**config.mk**
```make
export PLATFORM = sky130hd
export DESIGN_NAME = fetch_unit
export DESIGN_NICKNAME = d
export VERILOG_FILES = /design/src/rtl/cpu_pkg.sv /design/src/rtl/fetch_queue.sv /design/src/rtl/fetch_unit.sv
export SDC_FILE = /design/constraint.sdc
export NUM_CORES = 1
export LEC_CHECK = 0
export CAP_MARGIN = 15
export CORE_UTILIZATION = 35
export CTS_BUF_LIST = sky130_fd_sc_hd__clkbuf_4 sky130_fd_sc_hd__clkbuf_8
export DETAILED_ROUTE_END_ITERATION = 8
export GPL_ROUTABILITY_DRIVEN = 0
export HOLD_SLACK_MARGIN = 0.12
export PLACE_DENSITY_LB_ADDON = 0.05
export SYNTH_ARGS = -nofsm -noshare
export SYNTH_HDL_FRONTEND = slang
export SYNTH_HIERARCHICAL = 1
export SYNTH_SLANG_ARGS = --single-unit
```
**constraint.sdc**
```tcl
create_clock -name CLK -period 18.6 [get_ports CLK]
set_clock_uncertainty 0.05 [all_clocks]
set_input_delay 1.86 -clock CLK [delete_from_list [all_inputs] [get_ports CLK]]
set_output_delay 1.86 -clock CLK [all_outputs]
set_load 0.005 [all_outputs]
```
**src/rtl/cpu_pkg.sv**
```systemverilog
// Shared CPU definitions: reset vector, program-end marker, NOP encoding and
// the instruction fetch state type.
package cpu_pkg;

    localparam logic [31:0] DEFAULT_RESET_PC   = 32'h0000_0000;
    localparam logic [31:0] DEFAULT_HALT_INSTR = 32'hFFFF_FFFF;
    localparam logic [31:0] NOP_INSTR          = 32'h0000_0000;

    typedef enum logic [1:0] {
        RUN,
        HALT_WAIT,
        HALTED
    } fetch_state_t;

endpackage

```
**src/rtl/fetch_queue.sv**
```systemverilog
// Small synchronous FIFO holding fetched {instruction, PC+4} entries.
// Flush empties the queue and takes priority over a push in the same cycle.
module fetch_queue #(
    parameter int unsigned DEPTH = 2,
    parameter int unsigned WIDTH = 64,
    localparam int unsigned PW = $clog2(DEPTH),
    localparam int unsigned CW = $clog2(DEPTH + 1)
) (
    input  logic             clk,
    input  logic             rst_n,
    input  logic             push,
    input  logic             pop,
    input  logic             flush,
    input  logic [WIDTH-1:0] din,
    output logic [WIDTH-1:0] head,
    output logic [CW-1:0]    count
);

    logic [WIDTH-1:0] mem [DEPTH];
    logic [PW-1:0]    rd_ptr;
    logic [PW-1:0]    wr_ptr;

    function automatic logic [PW-1:0] bump(input logic [PW-1:0] p);
        return (p == PW'(DEPTH - 1)) ? '0 : p + PW'(1);
    endfunction

    // Pointer and occupancy bookkeeping; wraps modulo DEPTH.
    always_ff @(posedge clk or negedge rst_n) begin
        if (!rst_n) begin
            rd_ptr <= '0;
            wr_ptr <= '0;
            count  <= '0;
        end else if (flush) begin
            rd_ptr <= '0;
            wr_ptr <= '0;
            count  <= '0;
        end else begin
            if (push) wr_ptr <= bump(wr_ptr);
            if (pop)  rd_ptr <= bump(rd_ptr);
            count <= count + CW'(push) - CW'(pop);
        end
    end

    // Entry storage; contents are only meaningful below count.
    always_ff @(posedge clk) begin
        if (push && !flush) mem[wr_ptr] <= din;
    end

    assign head = mem[rd_ptr];

endmodule

```
**src/rtl/fetch_unit.sv**
```systemverilog
// Instruction fetch front end: owns the PC, issues reads to the synchronous
// instruction RAM, queues returned words for decode, absorbs MEM-stage
// redirects and detects the program-end marker.
module fetch_unit
    import cpu_pkg::*;
#(
    parameter logic [31:0] RESET_PC   = DEFAULT_RESET_PC,
    parameter logic [31:0] HALT_INSTR = DEFAULT_HALT_INSTR,
    parameter int unsigned QDEPTH     = 2
) (
    input  logic        CLK,
    input  logic        RESET_N,
    output logic        imem_req,
    output logic [31:0] imem_addr,
    input  logic [31:0] imem_data,
    input  logic        redirect,
    input  logic [31:0] redirect_pc,
    input  logic        id_ready,
    output logic        id_valid,
    output logic [31:0] id_instr,
    output logic [31:0] id_pcplus4,
    output logic        halted
);

    localparam int unsigned CW = $clog2(QDEPTH + 1);

    fetch_state_t  state;
    fetch_state_t  state_nx;
    logic [31:0]   pc;
    logic [31:0]   req_pc;
    logic          inflight;
    logic          discard;
    logic [CW-1:0] q_count;
    logic [63:0]   q_head;
    logic          q_nonempty;
    logic          redirect_eff;
    logic          pop;
    logic          push;
    logic          flush;
    logic          halt_pop;
    logic          issue;
    int unsigned   occupancy;

    // Handshake, issue and queue control. imem_req is also gated by RESET_N so
    // it drops the instant reset asserts, not at the next edge.
    always_comb begin
        q_nonempty   = (q_count != '0);
        redirect_eff = redirect && (state != HALTED);
        id_valid     = q_nonempty && !redirect;
        pop          = id_valid && id_ready;
        push         = inflight && !discard && !redirect_eff;
        halt_pop     = pop && (state == HALT_WAIT) && (q_head[63:32] == HALT_INSTR);
        flush        = redirect_eff || halt_pop;
        occupancy    = 32'(q_count) + 32'(inflight) - 32'(pop);
        issue        = RESET_N && (state == RUN) && !redirect && (occupancy < QDEPTH);
        imem_req     = issue;
        imem_addr    = pc;
        id_instr     = q_nonempty ? q_head[63:32] : '0;
        id_pcplus4   = q_nonempty ? q_head[31:0]  : '0;
        halted       = (state == HALTED);
    end

    fetch_queue #(
        .DEPTH (QDEPTH),
        .WIDTH (64)
    ) u_queue (
        .clk   (CLK),
        .rst_n (RESET_N),
        .push  (push),
        .pop   (pop),
        .flush (flush),
        .din   ({imem_data, req_pc + 32'd4}),
        .head  (q_head),
        .count (q_count)
    );

    // Next state: a halt push parks fetch until the halt word is consumed;
    // a redirect cancels a pending (wrong-path) halt.
    always_comb begin
        state_nx = state;
        case (state)
            RUN:       if (push && (imem_data == HALT_INSTR)) state_nx = HALT_WAIT;
            HALT_WAIT: begin
                if (redirect_eff)  state_nx = RUN;
                else if (halt_pop) state_nx = HALTED;
            end
            HALTED:    state_nx = HALTED;
            default:   state_nx = RUN;
        endcase
    end

    // State register.
    always_ff @(posedge CLK or negedge RESET_N) begin
        if (!RESET_N) state <= RUN;
        else          state <= state_nx;
    end

    // PC, outstanding-request tracking and redirect discard flag.
    always_ff @(posedge CLK or negedge RESET_N) begin
        if (!RESET_N) begin
            pc       <= RESET_PC;
            req_pc   <= RESET_PC;
            inflight <= 1'b0;
            discard  <= 1'b0;
        end else begin
            if (redirect_eff)  pc <= redirect_pc & ~32'h3;
            else if (issue)    pc <= pc + 32'd4;
            if (issue)         req_pc <= pc;
            inflight <= issue;
            discard  <= redirect_eff && inflight;
        end
    end

endmodule
```
==> results of run 1 <==
[worst paths after layout]
check,startpoint,end,slack [ns]
setup reg to reg,u_queue/count[1]$_DFF_PN0_,imem_addr[8]$_DFFE_PN0P_,14.09
hold reg to reg,req_pc[31]$_DFFE_PN0P_,req_pc[31]$_DFFE_PN0P_,0.47
max in group asynchronous,RESET_N,u_queue/rd_ptr$_DFFE_PN0P_,16.20
min in group asynchronous,RESET_N,imem_addr[23]$_DFFE_PN0P_,1.66
setup / recovery,redirect,imem_req,10.82
hold / removal,req_pc[31]$_DFFE_PN0P_,req_pc[31]$_DFFE_PN0P_,0.47
[worst max-delay path: stages]
cell             delay, ns
clkdlybuf4s50_1       0.58
nor2_1                0.19
and2_1                0.33
ha_1                  0.30
nor2b_1               0.24
fa_1                  0.46
nor2_1                0.19
and3_1                0.40
nand2_2               0.10
inv_2                 0.57
clkdlybuf4s50_1       0.63
[cell families (layout without fill, tap and decap cells)]
family,count (synthesis),in the layout
AOI/OAI and AO/OA,66,66
DFF,196,196
adders and majority gates,7,7
and+or+nand+nor,320,320
muxes,64,64
xor gates and xnor gates,37,37
buffers and inverters,53,221
other,1,6
[Yosys cell counts, drive strengths merged (8+ instances only)]
master / instances
nand3: 23
clkbuf: 15
mux2: 64
inv: 19
a31oi: 10
nor2b: 66
buf: 19
nand4: 30
and4: 8
nor3: 9
and3: 15
xnor2: 22
nor2: 43
nand2: 99
o21ai: 23
xor2: 14
edfxtp: 128
dfrtp: 68
[state kept, by name, indices dropped and copies added, names as in the netlist]
| signal | flops |
|---|---|
| state | 2 |
| u_queue/wr_ptr | 1 |
| u_queue/mem | 128 |
| req_pc | 30 |
| discard | 1 |
| imem_addr | 30 |
| u_queue/rd_ptr | 1 |
| inflight | 1 |
| u_queue/count | 2 |
[metal layers]
metal	wire length (um)	up-vias	track usage [%]
met5	0	-	0
met4	320	0	5.671
met3	1199	17	2.622
met2	9317	184	24.80
met1	10220	2895	22.27
li1	-	3000	-
[metrics by stage]
step           setup WS (ns)  instance area (um^2)  total power, W  std cells  hold WS, ns
4_1_cts                10.79                 11630        0.001417       1251       0.4686
3_3_place_gp           10.90                 11250        0.001137       1219       0.4381
6_report               10.82                 11660        0.001398       1252       0.4724
5_1_grt                10.58                 11660        0.001490       1252       0.5004
3_5_place_dp           10.79                 11250        0.001148       1219       0.4454
2_1_floorplan          10.66                  9346       0.0009128        749       0.4157
[power breakdown]
| part | leakage (nW) | internal (W) | switching [W] | total [W] |
|---|---|---|---|---|
| logic | 2.14 | 0.000280 | 0.000225 | 0.000505 |
| clock network | 0.203 | 0.000110 | 0.000157 | 0.000267 |
| registers | 1.97 | 0.000547 | 0.0000788 | 0.000626 |
[cell type report]
cell class	instances	area, um^2	share of cell area, %
Clock buffer	17	234.0	2.007
Clock inverter	15	143.9	1.234
Inverter	19	71.32	0.6118
Multi-Input combinational cell	500	3542	30.39
Sequential cell	196	5549	47.61
Tap cell	335	419.2	3.596
Timing Repair Buffer	170	1697	14.56
==> flow_summary_export.csv, run 1 <==
group,metric,value,unit
status,outcome,"complete, but fails checks",
status,violations,"DRC",
global_routing,grt_pass1_wl,32.93,mm
global_routing,grt-ovfl-total,0,
clock_network,ctsResizeCount,0,
drt,wl_per_cell,16.82,um
global_routing,grt_antenna_before_repair,0,
yosys,synth_ff_type,"edfxtp_1",
power_and_ir_drop,p_per_area,120.0,mW/mm^2
setup_path,critical_path_class,"primary input to output pin",
timing,hold_viol,0,
yosys,synth_fa_ha_area_share,1.019,%
yosys,synthTopCellsByArea,"edfxtp_1 (41%), dfrtp_1 (18%), mux2_4 (8.0%)",
die,die_area,0.02731,mm^2
setup_path,cp_max_fo,44,
min_path,hold_path.class,"flop to flop",
timing,finalCritPeriodShare,41.83,%
timing,setup_viol,0,
yosys,muxShareOfSynthArea,9.738,%
drt,ant_nets,0,
timing,fmax,128.5,MHz
yosys,yosysUniqueCellTypes,60,
layout,drive_above_1_share,13.74,%
clock_network,cts_setup_buffers,0,
setup_path,critical_path_arrival,5.87,ns
die,initial_core_util,35.69,%
layout,final_common_cell,"clkdlybuf4s50_1",
yosys,synthArstFlopShare,34.69,%
drt,route.detailed.drc,31,
yosys,synth_xor_xnor_area_share,3.622,%
timing,tightest_slew,1.014,ns
job,cap_violations,0,
yosys,synth_top_family_by_area,"simple AND/OR/NAND/NOR gates",
yosys,synth_area,0.009328,mm^2
clock_network,clkSinkCount,196,
timing,tns,0,ns
layout,area_growth,24.96,%
yosys,synthCells,744,
die,die_h,165.3,um
clock_network,clkTransAtPathRegs,0.09,ns
die,core-area,0.02613,mm^2
drt,drt_iter0_markers,430,
clock_network,numCtsBuffers,17,
drt,routed_wl,21.05,mm
setup_path,reg2regPathDepth,13,
clock_network,hold_buffers,0,
placed_design,port_buffers,162,
die,io-pin-count,167,
timing,rsz0062_at_grt,"no",
global_routing,grt_pass1_vias,6220,
clock_network,clock_latency,0.47,ns
power_and_ir_drop,p_leak,4.316,nW
min_path,min_path_cells,2,
die,die_w,165.3,um
yosys,synthSimpleGateAreaFrac,18.34,%
layout,final_cell_mix,"clkdlybuf4s50_1 (161), edfxtp_1 (128), nand2_1 (96), dfrtp_1 (67), nor2b_1 (66)",
timing,slew_headroom,32.43,%
setup_path,cp.required,16.69,ns
layout,fin_util,44.60,%
global_routing,grt_max_degree,69,
clock_network,clockBufferDepth,2,
layout,antenna_cells,0,
layout,fillCellCount,2496,
clock_network,root_buffer,"clkbuf_8",
drt,viasPerCell,4.869,
die,rows,59,
yosys,synth_top_area_share,41.21,%
yosys,synth_compound_area_share,4.869,%
yosys,synth-edff-count,128,
drt,dr_total_vias,6096,
yosys,synth_seq_area_share,59.45,%
yosys,yosys_warnings,6,
power_and_ir_drop,peakVddDrop,0.00003755,V
timing,final_max_slew_viol_count,0,
clock_network,h-tree-depth,4,
global_routing,grt_use_total,15.91,%
timing,min_period,7.781,ns
yosys,synth-seq-cells,196,
setup_path,critPathLaunchType,"primary input",
clock_network,cts_tree,"built",
setup_path,cp-end-kind,"output pin",
placed_design,dpl.hpwl,14.65,mm
yosys,postSynthAreaPerCell,12.54,um^2
layout,layout.nets,979,
yosys,yosys.area.top_type,"edfxtp_1",
drt,drt_pass1_iterations,7,
No activity file was read; power rests on OpenSTA's default activity.
==> run 2: changes to the inputs <==
==> constraint.sdc (replaced) <==
create_clock -name CLK -period 7.89 [get_ports CLK]
set_clock_uncertainty 0.05 [all_clocks]
set_input_delay 0.789 -clock CLK [delete_from_list [all_inputs] [get_ports CLK]]
set_output_delay 0.789 -clock CLK [all_outputs]
set_load 0.005 [all_outputs]
==> run 2 against run 1 <==
Against the previous run:
- largest cell class unchanged
- the run still ends with DRC left
- routed wire length rose by 0.52%
- first-iteration DRC count rose by 4.0%
- non-clock buffer count rose by 1
- largest power group unchanged
- register-to-register slack got worse by 11 ns
- setup slack got worse by 8.1 ns
- via count rose by 1.1%
- count of clock-buffer cells in the layout did not move
- highest routed layer unchanged
- hold slack improved by 0.0012 ns
- sequential share of layout area fell by 0.092 points
- cell count barely moved
- power rose by 140%
==> flow_summary_export.csv, run 2 (synthesis gave the netlist of run 1 again) <==
group,metric,value,unit
setup_path,slowest_stage,"buf_4",
setup_path,path_common_cell,"nor2_1",
setup_path,reg2reg_from,"u_queue/count[1]$_DFF_PN0_",
layout,regArea,0.005549,mm^2
timing,hold_viol,0,
drt,route.detailed.drc,30,
clock_network,root_buffer,"clkbuf_8",
die,die_area,0.02731,mm^2
layout,regMostFlops,"u_queue/mem",
die,io-pin-count,167,
status,violations,"DRC",
clock_network,h-tree-depth,4,
setup_path,cp-end-kind,"output pin",
setup_path,cp_slowest_stage_delay,0.55,ns
die,initial_core_util,35.69,%
layout,antenna_cells,0,
power_and_ir_drop,power_frac_seq,44.4,%
layout,final_cell_mix,"clkdlybuf4s50_1 (161), edfxtp_1 (128), nand2_1 (96), dfrtp_1 (67), nor2b_1 (66)",
power_and_ir_drop,p_int,0.002202,W
clock_network,numCtsBuffers,17,
job,cap_violations,0,
power_and_ir_drop,comb_power_share,36.4,%
clock_network,hold_buffers,0,
die,die_w,165.3,um
timing,setup_slack,2.692,ns
timing,setup_viol,0,
die,core-area,0.02613,mm^2
setup_path,cp_cell_sequence,"nor2_4 > buf_4 > nor2_1 > and2_1 > ha_1 > nor2b_1 > fa_1 > nor2_1 > and3_1 > nand2_2 > inv_2 > clkdlybuf4s50_1",
drt,ant_nets,0,
setup_path,reg2regPathDepth,12,
timing,finalCritPeriodShare,65.88,%
clock_network,clkSinkCount,196,
layout,area_growth,25.20,%
layout,fillCellCount,2461,
global_routing,grt_antenna_before_repair,0,
layout,final_common_cell,"clkdlybuf4s50_1",
layout,fin_util,44.69,%
power_and_ir_drop,clock_power_share,19.3,%
clock_network,ctsResizeCount,0,
timing,fmax,192.4,MHz
layout,multi_input_area,0.003542,mm^2
timing,tns,0,ns
setup_path,reg2reg_to,"imem_addr[30]$_DFFE_PN0P_",
timing,slew_headroom,32.15,%
clock_network,clockBufferDepth,2,
layout,largest_reg_flops,128,
setup_path,crit_path_end,"imem_req",
placed_design,dp_slack,2.827,ns
drt,dr_total_vias,6166,
setup_path,rrSetupSlack,3.38,ns
drt,routed_wl,21.16,mm
power_and_ir_drop,p_leak,4.324,nW
power_and_ir_drop,power.total,0.003303,W
power_and_ir_drop,sw_frac_of_total,33.32,%
die,rows,59,
drt,drt_iter0_markers,447,
setup_path,cp_max_fo,65,
global_routing,grt-ovfl-total,0,
power_and_ir_drop,peakVddDrop,0.0001389,V
setup_path,critical_path_arrival,4.36,ns
global_routing,grt_max_degree,69,
setup_path,critPathLaunchType,"flop",
drt,wl_per_cell,16.89,um
timing,rsz0062_at_grt,"no",
placed_design,port_buffers,162,
clock_network,clkTransAtPathRegs,0.12,ns
power_and_ir_drop,netSwitchingPower,0.001101,W
power_and_ir_drop,p_per_area,282.8,mW/mm^2
setup_path,critical_path_class,"flop to output pin",
layout,drive_above_1_share,13.94,%
timing,final_max_slew_viol_count,0,
global_routing,grt_pass1_vias,6164,
global_routing,grt_pass1_wl,33.11,mm
clock_network,cts_tree,"built",
status,outcome,"complete, but fails checks",
placed_design,dpl.hpwl,14.83,mm
global_routing,grt_use_total,15.96,%
clock_network,cts_setup_buffers,0,
setup_path,cp-startpoint,"u_queue/count[1]$_DFF_PN0_",
drt,drt_pass1_iterations,7,
min_path,hold_path.class,"flop to flop",
setup_path,cp.required,7.05,ns
die,die_h,165.3,um
layout,layout.nets,980,
clock_network,clock_latency,0.48,ns
timing,min_period,5.198,ns
drt,viasPerCell,4.921,
timing,tightest_slew,1.018,ns
## run 2: cell type report
class,count,share of cell area (%)
Timing Repair Buffer,171,14.59
Sequential cell,196,47.51
Tap cell,335,3.589
Multi-Input combinational cell,500,30.33
Clock inverter,15,1.361
Inverter,19,0.6107
Clock buffer,17,2.003
## run 2: through the flow
stage                     cell area (um^2)  hold slack (ns)  std cells
final                                11680           0.4737       1253
after detailed placement             11260           0.4492       1220
after global placement               11260           0.4446       1220
after CTS                            11650           0.4797       1252
after global routing                 11680           0.5045       1253
after floorplan                       9346           0.4157        749
## run 2: power by group through the flow
| stage | Combinational [W] | Clock [W] | Sequential [W] |
|---|---|---|---|
| floorplan | 0.000722 | 0 | 0.00143 |
| global placement | 0.00120 | 0 | 0.00148 |
| finish | 0.00120 | 0.000636 | 0.00147 |
| detailed placement | 0.00122 | 0 | 0.00149 |
| CTS | 0.00122 | 0.000658 | 0.00147 |
| global route | 0.00133 | 0.000694 | 0.00149 |
## run 2: worst max-delay path, delay by kind of cell, from the launching register on
family / cells / cell delay, ns
and+or+nand+nor: 7 / 1.49
buffers and inverters: 3 / 1.13
DFF: 1 / 0.49
adders and majority gates: 2 / 0.77
## run 2: routing by layer
metal  up-vias  routed length [um]  track usage [%]
li1       2999                   -                -
met1      2963                9977            22.02
met2       182                9458            24.90
met3        22                1340            2.847
met4         0                 386            6.130
met5         -                   0                0
## run 2: worst min-delay path by stage
| stage | to | slack [ns] | startpoint | cells past startpoint |
|---|---|---|---|---|
| after floorplan | req_pc[31]$_DFFE_PN0P_ | 0.42 | req_pc[31]$_DFFE_PN0P_ | 2 |
| final | req_pc[31]$_DFFE_PN0P_ | 0.47 | req_pc[31]$_DFFE_PN0P_ | 2 |
| after detailed placement | req_pc[31]$_DFFE_PN0P_ | 0.45 | req_pc[31]$_DFFE_PN0P_ | 2 |
| after global placement | req_pc[31]$_DFFE_PN0P_ | 0.44 | req_pc[31]$_DFFE_PN0P_ | 2 |
| after global routing | req_pc[31]$_DFFE_PN0P_ | 0.50 | req_pc[31]$_DFFE_PN0P_ | 2 |
| after CTS | req_pc[31]$_DFFE_PN0P_ | 0.48 | req_pc[31]$_DFFE_PN0P_ | 2 |
